File: src/rtl/tl_buffer_pkg.sv
// Shared TileLink-UL definitions for the tile-to-bus buffer: field widths,
// opcode constants, beat structs at the default widths and width helpers.
package tl_buffer_pkg;

    localparam int TL_ADDR_W   = 32;
    localparam int TL_DATA_W   = 64;
    localparam int TL_SOURCE_W = 10;
    localparam int TL_SIZE_W   = 2;
    localparam int TL_SINK_W   = 1;

    localparam logic [2:0] TL_A_PUT_FULL        = 3'd0;
    localparam logic [2:0] TL_A_PUT_PARTIAL     = 3'd1;
    localparam logic [2:0] TL_A_GET             = 3'd4;
    localparam logic [2:0] TL_D_ACCESS_ACK      = 3'd0;
    localparam logic [2:0] TL_D_ACCESS_ACK_DATA = 3'd1;

    // A beat at the default widths; a module with other widths builds the
    // same field order from its own parameters.
    typedef struct packed {
        logic [2:0]               opcode;
        logic [2:0]               param;
        logic [TL_SIZE_W-1:0]     size;
        logic [TL_SOURCE_W-1:0]   source;
        logic [TL_ADDR_W-1:0]     address;
        logic [TL_DATA_W/8-1:0]   mask;
        logic [TL_DATA_W-1:0]     data;
        logic                     corrupt;
    } tl_a_t;

    // D beat at the default widths.
    typedef struct packed {
        logic [2:0]               opcode;
        logic [1:0]               param;
        logic [TL_SIZE_W-1:0]     size;
        logic [TL_SOURCE_W-1:0]   source;
        logic [TL_SINK_W-1:0]     sink;
        logic                     denied;
        logic [TL_DATA_W-1:0]     data;
        logic                     corrupt;
    } tl_d_t;

    function automatic int tl_a_width(input int addr_w, input int data_w,
                                      input int source_w, input int size_w);
        return 3 + 3 + size_w + source_w + addr_w + data_w / 8 + data_w + 1;
    endfunction

    function automatic int tl_d_width(input int data_w, input int source_w,
                                      input int size_w, input int sink_w);
        return 3 + 2 + size_w + source_w + sink_w + 1 + data_w + 1;
    endfunction

    // Occupancy counter width; a wire-through queue still gets one bit
    // (always zero) so the port never collapses to zero width.
    function automatic int tl_count_width(input int depth);
        return (depth == 0) ? 1 : $clog2(depth + 1);
    endfunction

endpackage

File: src/rtl/tl_buffer_param_queue.sv
// Register-array FIFO carrying one TileLink channel. DEPTH=0 is a pure
// wire-through; FLOW lets a beat skip storage when empty; PIPE lets a full
// queue accept a beat in the same cycle one leaves.
module tl_queue
    import tl_buffer_pkg::*;
#(
    parameter int  DEPTH = 2,
    parameter int  FLOW  = 0,
    parameter int  PIPE  = 0,
    parameter type T     = logic [7:0]
) (
    input  logic                             clk,
    input  logic                             rst,
    input  logic                             enq_valid,
    output logic                             enq_ready,
    input  T                                 enq_bits,
    output logic                             deq_valid,
    input  logic                             deq_ready,
    output T                                 deq_bits,
    output logic [tl_count_width(DEPTH)-1:0] count
);

    localparam int CW = tl_count_width(DEPTH);
    localparam int PW = (DEPTH <= 1) ? 1 : $clog2(DEPTH);

    // Pointers wrap at DEPTH-1 so non-power-of-two depths use every entry.
    function automatic logic [PW-1:0] ptr_inc(input logic [PW-1:0] ptr);
        if (ptr == PW'(DEPTH - 1)) return '0;
        return ptr + 1'b1;
    endfunction

    if (DEPTH == 0) begin : g_wire
        assign deq_valid = enq_valid;
        assign enq_ready = deq_ready;
        assign deq_bits  = enq_bits;
        assign count     = '0;
    end else begin : g_fifo
        T              mem [DEPTH];
        logic [PW-1:0] head;
        logic [PW-1:0] tail;
        logic          empty;
        logic          full;
        logic          enq_fire;
        logic          deq_fire;
        logic          bypass;
        logic          do_write;
        logic          do_read;

        assign empty = (count == '0);
        assign full  = (count == CW'(DEPTH));

        // Readys are held low through reset so no beat is taken on the reset edge.
        assign enq_ready = !rst && (!full || ((PIPE != 0) && deq_ready));
        assign deq_valid = !rst && (!empty || ((FLOW != 0) && enq_valid));
        assign deq_bits  = ((FLOW != 0) && empty) ? enq_bits : mem[head];

        assign enq_fire = enq_valid && enq_ready;
        assign deq_fire = deq_valid && deq_ready;
        // A flow-through beat consumed in its arrival cycle never touches storage.
        assign bypass   = (FLOW != 0) && empty && enq_fire && deq_fire;
        assign do_write = enq_fire && !bypass;
        assign do_read  = deq_fire && !bypass;

        // Pointer and occupancy update; held beats are dropped on reset.
        always_ff @(posedge clk or posedge rst) begin
            if (rst) begin
                head  <= '0;
                tail  <= '0;
                count <= '0;
            end else begin
                if (do_write) tail <= ptr_inc(tail);
                if (do_read)  head <= ptr_inc(head);
                if (do_write && !do_read)      count <= count + 1'b1;
                else if (!do_write && do_read) count <= count - 1'b1;
            end
        end

        // Storage is deliberately left unreset; entries are only read once written.
        always_ff @(posedge clk) begin
            if (do_write) mem[tail] <= enq_bits;
        end

        a_count_bound : assert property (@(posedge clk) disable iff (rst)
            count <= CW'(DEPTH));
        a_no_underflow : assert property (@(posedge clk) disable iff (rst)
            deq_fire |-> (!empty || ((FLOW != 0) && enq_valid)));
        a_bits_stable : assert property (@(posedge clk) disable iff (rst)
            (enq_valid && !enq_ready) |=> (!enq_valid || $stable(enq_bits)));
    end

endmodule

File: src/rtl/tl_buffer_param.sv
// Parametrised TileLink-UL buffer between a client (in) and a manager (out).
// The A channel (in->out) and D channel (out->in) each get an independent
// queue; the two never stall each other.
//
// Handshake: a beat moves when valid && ready at a rising clock edge. valid
// never depends on ready, and bits stay stable while valid && !ready. With
// PIPE=1 a full queue's enq ready follows its deq ready combinationally.
module tl_buffer_param
    import tl_buffer_pkg::*;
#(
    parameter int A_DEPTH  = 2,
    parameter int D_DEPTH  = 2,
    parameter int A_FLOW   = 0,
    parameter int D_FLOW   = 0,
    parameter int A_PIPE   = 0,
    parameter int D_PIPE   = 0,
    parameter int ADDR_W   = 32,
    parameter int DATA_W   = 64,
    parameter int SOURCE_W = 10,
    parameter int SIZE_W   = 2,
    parameter int SINK_W   = 1
) (
    input  logic                                                   clock,
    input  logic                                                   reset,
    input  logic                                                   in_a_valid,
    output logic                                                   in_a_ready,
    input  logic [tl_a_width(ADDR_W, DATA_W, SOURCE_W, SIZE_W)-1:0] in_a_bits,
    output logic                                                   out_a_valid,
    input  logic                                                   out_a_ready,
    output logic [tl_a_width(ADDR_W, DATA_W, SOURCE_W, SIZE_W)-1:0] out_a_bits,
    input  logic                                                   out_d_valid,
    output logic                                                   out_d_ready,
    input  logic [tl_d_width(DATA_W, SOURCE_W, SIZE_W, SINK_W)-1:0] out_d_bits,
    output logic                                                   in_d_valid,
    input  logic                                                   in_d_ready,
    output logic [tl_d_width(DATA_W, SOURCE_W, SIZE_W, SINK_W)-1:0] in_d_bits,
    output logic [tl_count_width(A_DEPTH)-1:0]                     a_count,
    output logic [tl_count_width(D_DEPTH)-1:0]                     d_count
);

    // Beat layouts at this instance's widths; every field is carried end to end.
    typedef struct packed {
        logic [2:0]            opcode;
        logic [2:0]            param;
        logic [SIZE_W-1:0]     size;
        logic [SOURCE_W-1:0]   source;
        logic [ADDR_W-1:0]     address;
        logic [DATA_W/8-1:0]   mask;
        logic [DATA_W-1:0]     data;
        logic                  corrupt;
    } a_beat_t;

    typedef struct packed {
        logic [2:0]            opcode;
        logic [1:0]            param;
        logic [SIZE_W-1:0]     size;
        logic [SOURCE_W-1:0]   source;
        logic [SINK_W-1:0]     sink;
        logic                  denied;
        logic [DATA_W-1:0]     data;
        logic                  corrupt;
    } d_beat_t;

    tl_queue #(
        .DEPTH (A_DEPTH),
        .FLOW  (A_FLOW),
        .PIPE  (A_PIPE),
        .T     (a_beat_t)
    ) u_a_queue (
        .clk       (clock),
        .rst       (reset),
        .enq_valid (in_a_valid),
        .enq_ready (in_a_ready),
        .enq_bits  (in_a_bits),
        .deq_valid (out_a_valid),
        .deq_ready (out_a_ready),
        .deq_bits  (out_a_bits),
        .count     (a_count)
    );

    tl_queue #(
        .DEPTH (D_DEPTH),
        .FLOW  (D_FLOW),
        .PIPE  (D_PIPE),
        .T     (d_beat_t)
    ) u_d_queue (
        .clk       (clock),
        .rst       (reset),
        .enq_valid (out_d_valid),
        .enq_ready (out_d_ready),
        .enq_bits  (out_d_bits),
        .deq_valid (in_d_valid),
        .deq_ready (in_d_ready),
        .deq_bits  (in_d_bits),
        .count     (d_count)
    );

endmodule

File: config.mk
export PLATFORM = sky130hd
export DESIGN_NAME = tl_buffer_param
export DESIGN_NICKNAME = d
export VERILOG_FILES = /design/src/rtl/tl_buffer_pkg.sv /design/src/rtl/tl_buffer_param_queue.sv /design/src/rtl/tl_buffer_param.sv
export SDC_FILE = /design/constraint.sdc
export NUM_CORES = 1
export LEC_CHECK = 0
export ABC_CLOCK_PERIOD_IN_PS = 14450
export CORE_ASPECT_RATIO = 1.25
export CORE_MARGIN = 5
export CORE_UTILIZATION = 35
export CTS_CLUSTER_SIZE = 12
export DETAILED_ROUTE_END_ITERATION = 12
export PLACE_DENSITY = 0.66
export SLEW_MARGIN = 30
export SYNTH_ARGS = -nofsm -noshare
export SYNTH_HDL_FRONTEND = slang
export SYNTH_HIERARCHICAL = 1
export SYNTH_SLANG_ARGS = --single-unit
export TNS_END_PERCENT = 1
File: constraint.sdc
create_clock -name clock -period 14.45 [get_ports clock]
set_input_delay 2.1675 -clock clock [delete_from_list [all_inputs] [get_ports clock]]
set_output_delay 2.1675 -clock clock [all_outputs]
set_load 0.005 [all_outputs]
-- Word-level counts from Yosys, hierarchy flattened
Memory sizes are Yosys's and may differ from the RTL's.
Cells that the tools add are included.
- $add $sub $neg: 8
- multiply operators: 0
- div/mod/pow operators: 0
- order comparisons: 0
- equal/unequal tests: 2
- shift-type cells: 0
- muxes and demuxes: 24
- bitwise gates (word level): 0
- reduce and logical (&&, ||, !) cells: 25
- operators with widths (operator ; number):
    2-to-1 mux 1 bit ; 20
    logical AND 1 bit ; 12
    zero test 1 bit ; 9
    2-to-1 mux 2 bit ; 4
    adder 1 bit, second input constant ; 4
    adder 2 x 1 -> 2 bit, second input constant ; 2
    == test 2 bit, second input constant ; 2
    zero test 2 bit ; 2
    nonzero test 2 bit ; 2
    subtractor 2 x 1 -> 2 bit, second input constant ; 2
- register bits: 8
- latch bits: 0
- RAM bits: 414
- bits in read-only memories: 0
- input port bits: 213
- output and inout port bits: 215
- word-level logic and storage cells: 67
- memories kept: 2
- memory list (memory ; depth ; width ; read ports ; clocked after Yosys merged registers in ; write ports ; line ; RTL):
    u_a_queue.g_fifo.mem ; 2 ; 123 ; 1 ; 0 ; 1 ; tl_buffer_param_queue.sv:38 ; T mem [DEPTH];
    u_d_queue.g_fifo.mem ; 2 ; 84 ; 1 ; 0 ; 1 ; tl_buffer_param_queue.sv:38 ;

-- Longest topological paths before layout
Gate-level depths: netlist (run 1).
- depth in word-level cells: 8
- depth in mapped cells: 6
- gate-level depth less buffers: 6

-- Modules after synthesis
The synthesis (run 1) kept the hierarchy.
- by module, submodules not included (module ; instances ; cells each ; area each (µm²) ; sequential area each (µm²)):
    tl_queue at u_a_queue ; 1 ; 402 ; 9336.5 ; 7487.2
    tl_queue at u_d_queue ; 1 ; 280 ; 6288.5 ; 5144.9

-- Worst setup path before layout (run 1)
No wires, ideal clock.
- kind: input -> register
- from: in reset
- to: mem u_a_queue/g_fifo.mem[0][0] (netlist name) (enable)
- arrival time: 7.846 ns
- slack: 5.983 ns
- cell stages on the path: 2
- path through: nor3b_4 -> nor2b_1
- cells in the longest elaborated chain, start to end: 5
- ends and longest elaborated chain (what ; line ; RTL):
    start, declared ; tl_buffer_param.sv:24 ; input logic reset,
    zero test 1 bit ; tl_buffer_param_queue.sv:53 ; assign enq_ready = !rst && (!full || ((PIPE != 0) && deq_ready));
    logical AND 1 bit ; tl_buffer_param_queue.sv:53 ;
    logical AND 1 bit ; tl_buffer_param_queue.sv:57 ; assign enq_fire = enq_valid && enq_ready;
    2-to-1 mux 1 bit ; tl_buffer_param_queue.sv:80 ; if (do_write) mem[tail] <= enq_bits;
    2-to-1 mux 1 bit (not written as such) ; tl_buffer_param_queue.sv:80 ;
    end, declared ; tl_buffer_param_queue.sv:38 ;
No other way between the ends.

-- Worst setup path in the final report (run 1)
- from: in reset
- to: out out_a_valid
- cells in the longest elaborated chain, start to end: 2
- ends and longest elaborated chain (what ; line ; RTL):
    zero test 1 bit ; tl_buffer_param_queue.sv:54 ; assign deq_valid = !rst && (!empty || ((FLOW != 0) && enq_valid));
    logical AND 1 bit ; tl_buffer_param_queue.sv:54 ;
    end, declared ; tl_buffer_param.sv:28 ; output logic out_a_valid,
No other way between the ends.

==> results of run 1 <==
-- Yosys cell counts (4+ instances only) --
master | instances | area [um2]
mux2_2 | 97 | 1090
mux2_4 | 60 | 901
buf_2 | 9 | 45.0
edfxtp_1 | 414 | 12400
nor2b_1 | 4 | 25.0
xor2_1 | 6 | 52.6
mux2_1 | 50 | 563
dfrtp_1 | 8 | 200
nor2_1 | 4 | 15.0
buf_6 | 13 | 146
xnor2_1 | 4 | 35.0
-- stage by stage --
step	instances	util, %	area [um2]
floorplan	682	-	15600
global placement	1666	46.5	20500
detailed placement	1666	46.5	20500
CTS	1737	49.4	21800
global route	1737	49.4	21800
finish	1738	49.4	21800
-- critical path: stages --
cell,delay [ns]
clkdlybuf4s50_1,0.63
o21ba_2,0.36
clkdlybuf4s50_1,0.50
-- power by group through the flow --
| stage | logic (W) | registers (W) | clock network [W] |
|---|---|---|---|
| 2_1_floorplan | 0.000566 | 0.00160 | 0 |
| 3_3_place_gp | 0.00114 | 0.00162 | 0 |
| 3_5_place_dp | 0.00114 | 0.00163 | 0 |
| 4_1_cts | 0.00115 | 0.00160 | 0.00105 |
| 5_1_grt | 0.00120 | 0.00162 | 0.00110 |
| 6_report | 0.00112 | 0.00160 | 0.00101 |
-- cell type report --
| cell class | count | area, um2 | area share, % |
|---|---|---|---|
| diodes | 1 | 2.50 | 0.0115 |
| repair buffers | 435 | 4330 | 19.9 |
| well taps | 572 | 716 | 3.29 |
| flip-flops and latches | 422 | 12600 | 58.0 |
| multi-input cells | 235 | 2810 | 12.9 |
| inverters | 2 | 7.51 | 0.0345 |
| clock buffers | 63 | 1200 | 5.53 |
| clock inverters | 8 | 65.1 | 0.299 |
-- layer usage --
metal / routed length, um / vias up / track usage [%]
met4: 692 / 6 / 3.74
met1: 13100 / 3808 / 16.0
met5: 41 / - / 0
met2: 16700 / 382 / 22.6
li1: - / 3616 / -
met3: 5300 / 46 / 8.49
-- flip-flops by register name, indices dropped and copies added (netlist names) --
signal	flops
u_d_queue/g_fifo.tail	1
u_d_queue/count	2
u_d_queue/g_fifo.mem	168
u_a_queue/count	2
u_d_queue/g_fifo.head	1
u_a_queue/g_fifo.head	1
u_a_queue/g_fifo.mem	246
u_a_queue/g_fifo.tail	1
-- how the worst min path moves through the flow --
stage / slack, ns / endpoint / start / depth (start not counted)
3_3_place_gp: 0.52 / u_d_queue/count[1] / u_d_queue/count[1] / 1
3_5_place_dp: 0.53 / u_d_queue/count[1] / u_d_queue/count[1] / 1
5_1_grt: 0.56 / u_a_queue/g_fifo.tail / u_a_queue/g_fifo.tail / 1
6_report: 0.54 / u_a_queue/g_fifo.tail / u_a_queue/g_fifo.tail / 1
2_1_floorplan: 0.46 / u_a_queue/g_fifo.tail / u_a_queue/g_fifo.tail / 1
4_1_cts: 0.54 / u_a_queue/g_fifo.tail / u_a_queue/g_fifo.tail / 1
-- cell families after synthesis --
family	after synthesis	share of synthesized area (%)
flip-flops	422	80.8
XOR/XNOR	10	0.561
multiplexers	207	16.4
AO/OA/AOI/OAI	2	0.128
buffers and inverters	25	1.32
AND/OR/NAND/NOR	14	0.625
adder cells (fa/ha/maj)	2	0.160
==> results.cfg, run 1 <==
[run_status]
outcome = complete, no violations

[power]
peakVddDrop_mv = 0.138
p_switching_w = 0.000933
switching_share_pct = 25.0
power-per-cell-area_mw_per_mm2 = 171
power.total_w = 0.00373
intPower_w = 0.00280
p_comb_share_pct = 30.0
seqPwrFrac_pct = 42.9
power_frac_clock_pct = 27.1
p_leak_nw = 7.39

[final_layout]
most-common-layout-cells = 427 x clkdlybuf4s50_1, 414 x edfxtp_1, 97 x mux2_2, 60 x mux2_4, 50 x mux2_1
drive_gt1_share_pct = 19.4
area_growth_pct = 39.4
final_nets = 1354
fillers = 3673
final_common_cell = clkdlybuf4s50_1

[global_route]
overflow = 0
first_global_vias = 8568
antenna_found_initial = 3
grt_max_degree = 71
grt_first_pass_wirelength_mm = 52.1
gr-usage-all-layers_pct = 14.1

[die]
fp.dieH_um = 246
start_util_pct = 35.4
io-pin-count = 428
num_rows = 86
fp.dieW_um = 199
die-area_mm2 = 0.0490
core_mm2 = 0.0441

[critical_path]
crit_required_ns = 12.28
end_kind = primary output
crit_end = out_a_valid
r2r_setup_slack_ns = 11.32
r2r_cells = 4
path_class = input port to primary output
crit_path_start_kind = input port
r2r-start = u_a_queue/count[0]
arrival_ns = 3.66
startpoint = reset
r2r-end = u_a_queue/g_fifo.mem[0][46]
critical_path.max_fanout = 8

[clock_network]
clock_sinks = 422
holdBufCountCts = 0
cts_tree = built
htree_num_levels = 2
cts_buffer_depth = 3
clkTransAtPathRegs_ns = 0.06
ctsResizeCount = 0
cts_setup_buffers = 0
cts_buffers = 43
clock-root-buffer = clkbuf_16
insertion_delay_ns = 0.53

[placement]
port_buffers = 427
dp_hpwl_mm = 25.2
post-place-ws_ns = 8.63
gp_congestion = 0.789

[route]
vias = 7858
drt_iter0_drc = 313
wl_mm = 35.8
viasPerCell = 4.52
first_pass_iters = 4
wl_per_cell_um = 20.6
drc = 0
ant_nets = 0

[yosys]
ys_types = 18
synth-seq-cells = 422
yosysSeqAreaShare_pct = 80.8
synth-edff-count = 414
async_reset_ff_share_pct = 1.90
synth_fp_nets = 897
avgSynthCellArea_um2 = 22.9
syn_area_mm2 = 0.0156
syn_inst = 682
yosys_warnings = 6
synth_flop_cell = edfxtp_1

[sta]
tightest_slew_ns = 0.962
fin_setup_tns_ns = 0
finalHoldViolCount = 0
setup_slack_ns = 8.63
whs_ns = 0.544
clock_skew_ns = 0.0157
final-setup-viol-count = 0
fmax_ghz = 0.172
rsz0062_at_grt = no
finalCritPeriodShare_pct = 40.3
slew_violations = 0
slew_headroom_pct = 35.7
min_period_ns = 5.82

[min_path]
hp-class = flip-flop to flip-flop

[flow_run]
max-cap-violations = 0
(Power assumes the default switching activity.)
==> run 2: changes to the inputs <==
--- a/config.mk
+++ b/config.mk
@@ -5,13 +5,13 @@
 export SDC_FILE = /design/constraint.sdc
 export NUM_CORES = 1
 export LEC_CHECK = 0
-export ABC_CLOCK_PERIOD_IN_PS = 14450
+export ABC_CLOCK_PERIOD_IN_PS = 5030
 export CORE_ASPECT_RATIO = 1.25
 export CORE_MARGIN = 5
 export CORE_UTILIZATION = 35
 export CTS_CLUSTER_SIZE = 12
 export DETAILED_ROUTE_END_ITERATION = 12
-export PLACE_DENSITY = 0.66
+export PLACE_DENSITY = 0.69
 export SLEW_MARGIN = 30
 export SYNTH_ARGS = -nofsm -noshare
 export SYNTH_HDL_FRONTEND = slang
==> constraint.sdc (replaced) <==
create_clock -name clock -period 5.03 [get_ports clock]
set_input_delay 0.7545 -clock clock [delete_from_list [all_inputs] [get_ports clock]]
set_output_delay 0.7545 -clock clock [all_outputs]
set_load 0.005 [all_outputs]
==> results.cfg, run 2 (synthesis results as in run 1) <==
[run_status]
outcome = complete, no violations

[critical_path]
crit_path_start_kind = flip-flop
critical_path.max_fanout = 63
crit_required_ns = 4.28
r2r_setup_slack_ns = 2.76
path_class = flip-flop to primary output
r2r-start = u_d_queue/count[1]
r2r-end = u_d_queue/g_fifo.mem[1][7]
startpoint = u_d_queue/g_fifo.head
r2r_cells = 4
end_kind = primary output
crit_end = in_d_bits[71]
arrival_ns = 2.79

[final_layout]
final_nets = 1356
largest_register_ffs = 246
drive_gt1_share_pct = 19.4
most-common-layout-cells = 427 x clkdlybuf4s50_1, 414 x edfxtp_1, 97 x mux2_2, 60 x mux2_4, 50 x mux2_1
regMostFlops = u_a_queue/g_fifo.mem
area_growth_pct = 39.6
fillers = 3674
final_common_cell = clkdlybuf4s50_1
reg.largest.list = u_a_queue/g_fifo.mem x246, u_d_queue/g_fifo.mem x168
fin_cells = 1735

[die]
fp.dieH_um = 246
start_util_pct = 35.4
io-pin-count = 428
core_mm2 = 0.0441
fp.dieW_um = 199
num_rows = 86
die-area_mm2 = 0.0490

[power]
power-per-cell-area_mw_per_mm2 = 490
power.total_w = 0.0107
p_leak_nw = 7.40
peakVddDrop_mv = 0.375

[clock_network]
insertion_delay_ns = 0.53
clock-root-buffer = clkbuf_16
cts_buffers = 43
clock_sinks = 422
ctsResizeCount = 0
holdBufCountCts = 0
cts_setup_buffers = 0
cts_tree = built
clkTransAtPathRegs_ns = 0.06
cts_buffer_depth = 3
htree_num_levels = 2

[global_route]
antenna_found_initial = 5
grt_max_degree = 75
first_global_vias = 8728
overflow = 0
gr-usage-all-layers_pct = 14.2
grt_first_pass_wirelength_mm = 52.6

[placement]
port_buffers = 427
post-place-ws_ns = 1.84
gp_congestion = 0.823
dp_hpwl_mm = 25.1
dp_cells = 1668

[sta]
tightest_slew_ns = 0.878
min_period_ns = 3.55
whs_ns = 0.536
fin_setup_tns_ns = 0
slew_violations = 0
clock_skew_ns = 0.0127
final-setup-viol-count = 0
finalHoldViolCount = 0
slew_headroom_pct = 41.4
setup_slack_ns = 1.48
fmax_ghz = 0.282
rsz0062_at_grt = no
finalCritPeriodShare_pct = 70.6

[min_path]
hp-class = flip-flop to flip-flop

[route]
drt_iter0_drc = 338
first_pass_iters = 4
drc = 0
wl_mm = 36.0
viasPerCell = 4.59
wl_per_cell_um = 20.8
vias = 7965
ant_nets = 0

[flow_run]
max-cap-violations = 0
## run 2: changes by cell type in the layout (fill, tap and decap cells not counted)
cell | before | now
clkbuf_1 | 17 | 13
clkinv_4 | 0 | 1
buf_6 | 0 | 1
clkinv_2 | 3 | 0
buf_4 | 8 | 6
inv_6 | 1 | 0
buf_12 | 0 | 3
clkinvlp_4 | 0 | 1
clkinv_1 | 3 | 4
## run 2: metrics by stage
step	util [%]	instance area (um2)
after floorplan	-	15600
after global placement	46.6	20600
after detailed placement	46.6	20600
after global routing	49.4	21800
after CTS	49.4	21800
final	49.4	21800
## run 2: how the worst min path moves through the flow
stage / end / startpoint / slack, ns / cells after the start
global route: u_a_queue/count[1] / u_a_queue/count[1] / 0.56 / 1
floorplan: u_d_queue/g_fifo.tail / u_d_queue/g_fifo.tail / 0.46 / 1
global placement: u_a_queue/count[1] / u_a_queue/count[1] / 0.51 / 1
finish: u_a_queue/count[1] / u_a_queue/count[1] / 0.54 / 1
detailed placement: u_a_queue/count[1] / u_a_queue/count[1] / 0.52 / 1
CTS: u_a_queue/count[1] / u_a_queue/count[1] / 0.54 / 1
## run 2: worst max-delay path, stage by stage (launching register included)
cell and delay [ns]:
dfrtp_4 0.96, buf_4 0.44, mux2_2 0.39, clkdlybuf4s50_1 0.45
## run 2: power by group
| part | switching (W) | total, W | internal [W] |
|---|---|---|---|
| combinational | 0.00118 | 0.00316 | 0.00198 |
| sequential | 0.000268 | 0.00465 | 0.00438 |
| clock | 0.00120 | 0.00289 | 0.00168 |
## run 2: cell type report
class / instances / area, um2 / area share (%)
flip-flops and latches: 422 / 12600 / 57.9
repair buffers: 437 / 4390 / 20.1
well taps: 572 / 716 / 3.28
clock inverters: 7 / 61.3 / 0.281
inverters: 2 / 7.51 / 0.0344
diodes: 1 / 2.50 / 0.0115
multi-input cells: 235 / 2810 / 12.9
clock buffers: 59 / 1190 / 5.45
## run 2: per-layer routing
metal  GRT usage [%]  up-vias  wire length, um
li1                -     3614                -
met5               0        -               54
met3            8.63       63             5370
met4            3.74        8              739
met1            15.7     3891            13100
met2            23.1      389            16800
